File: config.mk
export PLATFORM = sky130hd
export DESIGN_NAME = reg_bank_16
export DESIGN_NICKNAME = d
export VERILOG_FILES = /design/src/rtl/reg_bank_16.sv
export SDC_FILE = /design/constraint.sdc
export NUM_CORES = 1
export LEC_CHECK = 0
export CAP_MARGIN = 40
export CORE_UTILIZATION = 52
export DETAILED_ROUTE_END_ITERATION = 7
export PLACE_DENSITY_LB_ADDON = 0.05
export SYNTH_ARGS = -nofsm -noshare
export SYNTH_HDL_FRONTEND = slang
export SYNTH_SLANG_ARGS = --single-unit
export TNS_END_PERCENT = 30
File: constraint.sdc
create_clock -name clk -period 2.8 [get_ports clk]
set_input_delay 0.84 -clock clk [delete_from_list [all_inputs] [get_ports clk]]
set_output_delay 0.84 -clock clk [all_outputs]
set_load 0.005 [all_outputs]
File: src/rtl/reg_bank_16.sv
// Sixteen-entry register bank with a single write port and a 0..15 sweep
// sequencer that drives the select of the downstream 16:1 mux.
module reg_bank_16 #(
  parameter int N = 8
) (
  input  logic         clk,
  input  logic         rst_n,
  input  logic         wr_en,
  input  logic [3:0]   wr_addr,
  input  logic [N-1:0] wr_data,
  input  logic [1:0]   op,
  input  logic         scan_start,
  input  logic [3:0]   sel_man,
  output logic [N-1:0] R0,
  output logic [N-1:0] R1,
  output logic [N-1:0] R2,
  output logic [N-1:0] R3,
  output logic [N-1:0] R4,
  output logic [N-1:0] R5,
  output logic [N-1:0] R6,
  output logic [N-1:0] R7,
  output logic [N-1:0] R8,
  output logic [N-1:0] R9,
  output logic [N-1:0] R10,
  output logic [N-1:0] R11,
  output logic [N-1:0] R12,
  output logic [N-1:0] R13,
  output logic [N-1:0] R14,
  output logic [N-1:0] R15,
  output logic [3:0]   sel,
  output logic         sel_valid,
  output logic         scan_busy,
  output logic         scan_done,
  output logic [15:0]  valid
);

  localparam logic [1:0] OP_LOAD = 2'b00;
  localparam logic [1:0] OP_INC  = 2'b01;
  localparam logic [1:0] OP_CLR  = 2'b10;
  localparam logic [1:0] OP_CALL = 2'b11;

  typedef enum logic [1:0] {
    IDLE = 2'b00,
    SCAN = 2'b01,
    DONE = 2'b10
  } state_t;

  logic [N-1:0] r_mem [16];
  logic [15:0]  r_valid;
  state_t       r_state;
  state_t       w_next;
  logic [3:0]   r_cnt;
  logic [3:0]   w_cnt_nxt;
  logic         r_sel_valid;
  logic         r_done;

  always_ff @(posedge clk or negedge rst_n) begin
    if (!rst_n) begin
      for (int i = 0; i < 16; i++) r_mem[i] <= '0;
      r_valid <= '0;
    end else if (wr_en) begin
      unique case (op)
        OP_LOAD: begin
          r_mem[wr_addr]   <= wr_data;
          r_valid[wr_addr] <= 1'b1;
        end
        OP_INC: begin
          r_mem[wr_addr]   <= r_mem[wr_addr] + N'(1);
          r_valid[wr_addr] <= 1'b1;
        end
        OP_CLR: begin
          r_mem[wr_addr]   <= '0;
          r_valid[wr_addr] <= 1'b0;
        end
        OP_CALL: begin
          for (int i = 0; i < 16; i++) r_mem[i] <= '0;
          r_valid <= '0;
        end
        default: ;
      endcase
    end
  end

  always_comb begin
    w_next    = r_state;
    w_cnt_nxt = r_cnt;
    unique case (r_state)
      IDLE: begin
        if (scan_start) begin
          w_next    = SCAN;
          w_cnt_nxt = 4'd0;
        end
      end
      SCAN: begin
        w_cnt_nxt = r_cnt + 4'd1;
        if (r_cnt == 4'd15) w_next = DONE;
      end
      DONE:    w_next = IDLE;
      default: w_next = IDLE;
    endcase
  end

  // Status bits come straight from flops so they never glitch.
  always_ff @(posedge clk or negedge rst_n) begin
    if (!rst_n) begin
      r_state     <= IDLE;
      r_cnt       <= 4'd0;
      r_sel_valid <= 1'b0;
      r_done      <= 1'b0;
    end else begin
      r_state     <= w_next;
      r_cnt       <= w_cnt_nxt;
      r_sel_valid <= (w_next == SCAN);
      r_done      <= (w_next == DONE);
    end
  end

  assign sel       = r_sel_valid ? r_cnt : sel_man;
  assign sel_valid = r_sel_valid;
  assign scan_busy = r_sel_valid;
  assign scan_done = r_done;
  assign valid     = r_valid;

  assign R0  = r_mem[0];
  assign R1  = r_mem[1];
  assign R2  = r_mem[2];
  assign R3  = r_mem[3];
  assign R4  = r_mem[4];
  assign R5  = r_mem[5];
  assign R6  = r_mem[6];
  assign R7  = r_mem[7];
  assign R8  = r_mem[8];
  assign R9  = r_mem[9];
  assign R10 = r_mem[10];
  assign R11 = r_mem[11];
  assign R12 = r_mem[12];
  assign R13 = r_mem[13];
  assign R14 = r_mem[14];
  assign R15 = r_mem[15];

endmodule

==> results.md <==
- The total design power is 8.29 mW.
- The synthesized flop and latch total is 152.
- The register clock-pin slew on the reported worst setup and hold paths is 0.07 ns.
- The pre-antenna-repair detailed-routing pass consisted of 6 iterations.
- The width of the die is 129 microns.
- The detailed router put a total of 12600 microns of wire on met1.
- The clock net in this run drives a total of 152 sinks.
- The first routing iteration left 1324 violations.
- The number of antenna violations at the first check in global routing is 0.
- Counting distinct cell types in the post-synthesis netlist gives 52.
- During placement, the flow inserted port buffers numbering 172.
- The number of hold violations in the final report was 0.
- The worst hold-check slack is 0.318 ns.
- The sequential cells in the finished layout cover a total of 3800 sq um.
- The accumulated negative setup slack is -0.172 ns.
- The number of antenna diodes in the final layout is 0.
- The max-slew violation total from the final report was 0.
- Of the available clock period, the critical path in the final layout requires 1.01.
- The total wire length is 34100 microns.
- The post-place instance area is 11200 sq um.
- For this configuration, the core starts out at a cell density of 0.531.
- The critical path launch point type is an input pin.
- The TritonCTS clock tree is done.
- The prevailing post-synth register cell is dfrtp_1.
- At the end of routability-driven placement, the weighted congestion stood at 0.932.
- Of the cells placed in the final design, the portion with a size suffix greater than 1 is 0.228.
- Counting I/O delays and the setup requirement, the final critical path takes 2.84 ns.
- The number of enable flip-flop cells after synthesis is 0.
- The share of synthesized registers carrying an async set or reset is 1.00.
- The number of buffers inserted during clock tree synthesis is 17.
- Relative to the synthesized area, the layout overhead comes to 43.6%.
- After routing the design area is 12100 sq um.
- The count of placed standard cells including taps is 1250.
- The setup path with the least slack is of type in -> reg.
- The die outline height is 129 microns.
- Yosys printed 0 warnings.
- Along the worst path, the maximum fanout reaches 6.
- The footprint of the multi-input gates is 4450 sq um.
- The clock latency of the later-clocked register in the worst-skew pair is 0.44 ns.
- The uppermost metal layer occupied by signal nets is met4.
- Setup repair after global routing could not meet its margin everywhere.
- The maximum vdd drop is 0.000535 V.
- The area of the core region is 15800 sq um.
- The final net count is 1090.
- STA puts the critical path data required time at 3.10 ns.
- Once detail routing completed, the nets flagged for antenna violations numbered 0.
- The number of global-route vias before repair came to 8747.
- Global routing finished with a remaining overflow of 0.
- Leaving out fill and tap cells, the most frequent cell in the layout is clkdlybuf4s50_1.
- The routed via count divided by cell count is 6.99.
- The slowest cell on the critical path is or4b_4.
- The count of H-tree levels built during CTS is 4.
- The area of the mapped netlist is 8410 sq um.
- Once layout is complete, the utilization of the core stands at 0.763.
- The largest net degree at the start of global routing is 52.
- Wire segments on met2 add up to 15800 microns in the final route.
- In the routed design, unresolved DRC markers number 0.
- The cell that appears most often on the critical path is buf_12.
- The total half-perimeter wirelength after legalization and detailed placement is 23200 microns.
- Setup violations remaining at the end of the flow were counted as 7.
- The critical path goes through buf_12 > buf_12 > buf_12 > mux4_2 > mux4_2 > nand3_4 > or4b_4 > xor2_4 > clkbuf_16 > o221ai_2.
- After detailed routing, the average wire length per cell comes to 26.3 microns.
- The met3 routed wirelength is 4180 microns.
- On the worst path, the slowest cell contributes a delay of 0.56 ns.
- In this run the mean area of a mapped cell was 10.5 sq um.
- Of the synthesized area, sequential elements account for 0.452.
- The via count is 9050.
- STA classifies the critical path endpoint as a flop.
- In this run the count of I/O pins placed on the die edge is 173.
- Measured against its own limit, the worst slew margin works out to 0.323.
- In the layout the commonest cells are clkdlybuf4s50_1, dfrtp_1, buf_4.
- The highest clock rate is 353 MHz.
- The cell at the root of the clock tree is clkbuf_16.
- The checks that failed: setup timing.
- The die footprint is 16700 sq um.
- Clock skew on the completed layout was measured at 0.00828 ns.
- The power per cell area is 687 nW/um^2.
- The actual slew at the worst max-slew pin is 1.02 ns.
- The number of instances in the synthesized netlist is 801.
- Prior to clock tree synthesis, the placed netlist has a worst setup slack of -0.726 ns.
- The type of the worst min-delay path is in -> async.
- The aggregate global-route resource usage is 0.418.
- The flow ran to the end, but the final reports show violations.
- The arrival time of data at the critical path endpoint is 3.14 ns.
- The setup slack of the critical path after layout is -0.0362 ns.
- No sink is reached through more buffers than the 2 on the longest clock path.
- The number of max-cap violations is 0.
- The wire length of the first global-routing pass is 51400 microns.
- The register-to-register setup slack is 0.22 ns.
- The synthesized netlist net count is 825.
- The finished layout holds 1295 standard cells, fillers aside.
- For this design the static power due to leakage is 5.08 nW.
- The layout filler cell count is 1069.
- In this run the core area contains 46 standard-cell rows.
cell usage after synthesis, drive strengths merged (4+ instances only):
cell type	n	share of area
dfrtp	152	0.45
a22oi	88	0.079
nand2b	7	0.0052
and2	8	0.0060
a21boi	6	0.0054
clkbuf	36	0.016
nor2	90	0.040
nand3	12	0.0077
nor2b	8	0.0060
mux4	34	0.092
o221ai	46	0.055
a21oi	32	0.019
nand2	94	0.043
a22o	50	0.052
a221o	31	0.037
buf	26	0.019
xnor2	4	0.0051
o21ai	39	0.023
mux2	4	0.0054
nor3	9	0.0054
worst max-delay path, delay by kind of cell:
| family | cells | cell delay [ns] |
|---|---|---|
| AND/OR/NAND/NOR | 2 | 0.65 |
| AO/OA/AOI/OAI | 1 | 0.09 |
| multiplexers | 2 | 0.66 |
| XOR/XNOR | 1 | 0.27 |
| buffers and inverters | 4 | 0.60 |
where the power goes:
| group | switching (mW) | internal [mW] |
|---|---|---|
| logic | 1.22 | 1.57 |
| clock network | 0.999 | 1.41 |
| registers | 0.519 | 2.57 |
| total | 2.73 | 5.56 |
metal layers:
layer / vias to the layer above / track usage
met5: - / 0
met3: 132 / 0.0937
met2: 776 / 0.641
met4: 0 / 0.198
met1: 4464 / 0.567
li1: 3678 / -
cell families (layout without fill, tap and decap cells):
family          after synthesis  in the layout  synth area share
xor+xnor                      6              6           0.00804
fa+ha+maj                     2              2           0.00297
simple gates                235            235             0.120
mux                          40             40             0.100
buf+inv                      64            342            0.0363
compound gates              302            302             0.281
flops                       152            152             0.452
what timing repair did:
item | CTS | global route
resized for setup | 22 | 19
gates cloned | 0 | 3
pin swaps | 1 | 4
buffers inserted | 0 | 10
hold endpoints to repair | 0 | 0
endpoints found under the setup margin | 106 | 55
hold buffers | 0 | 0
area by class of cell:
class	instances	share of cell area
Multi-Input combinational cell	585	0.369
Clock buffer	19	0.0359
Clock inverter	13	0.0138
Inverter	2	0.000622
Sequential cell	152	0.315
Tap cell	216	0.0224
Timing Repair Buffer	308	0.244
path summary, 6_finish.rpt:
check / startpoint / end / cells past startpoint
min reg2reg: flop / flop / 1
max in group asynchronous: rst_n / asynchronous set/reset pin / 2
min in group clk: flop / flop / 1
min: rst_n / asynchronous set/reset pin / 1
max: wr_addr[0] / flop / 10
max reg2reg: flop / flop / 7
Power figures use the tool's default switching activity.
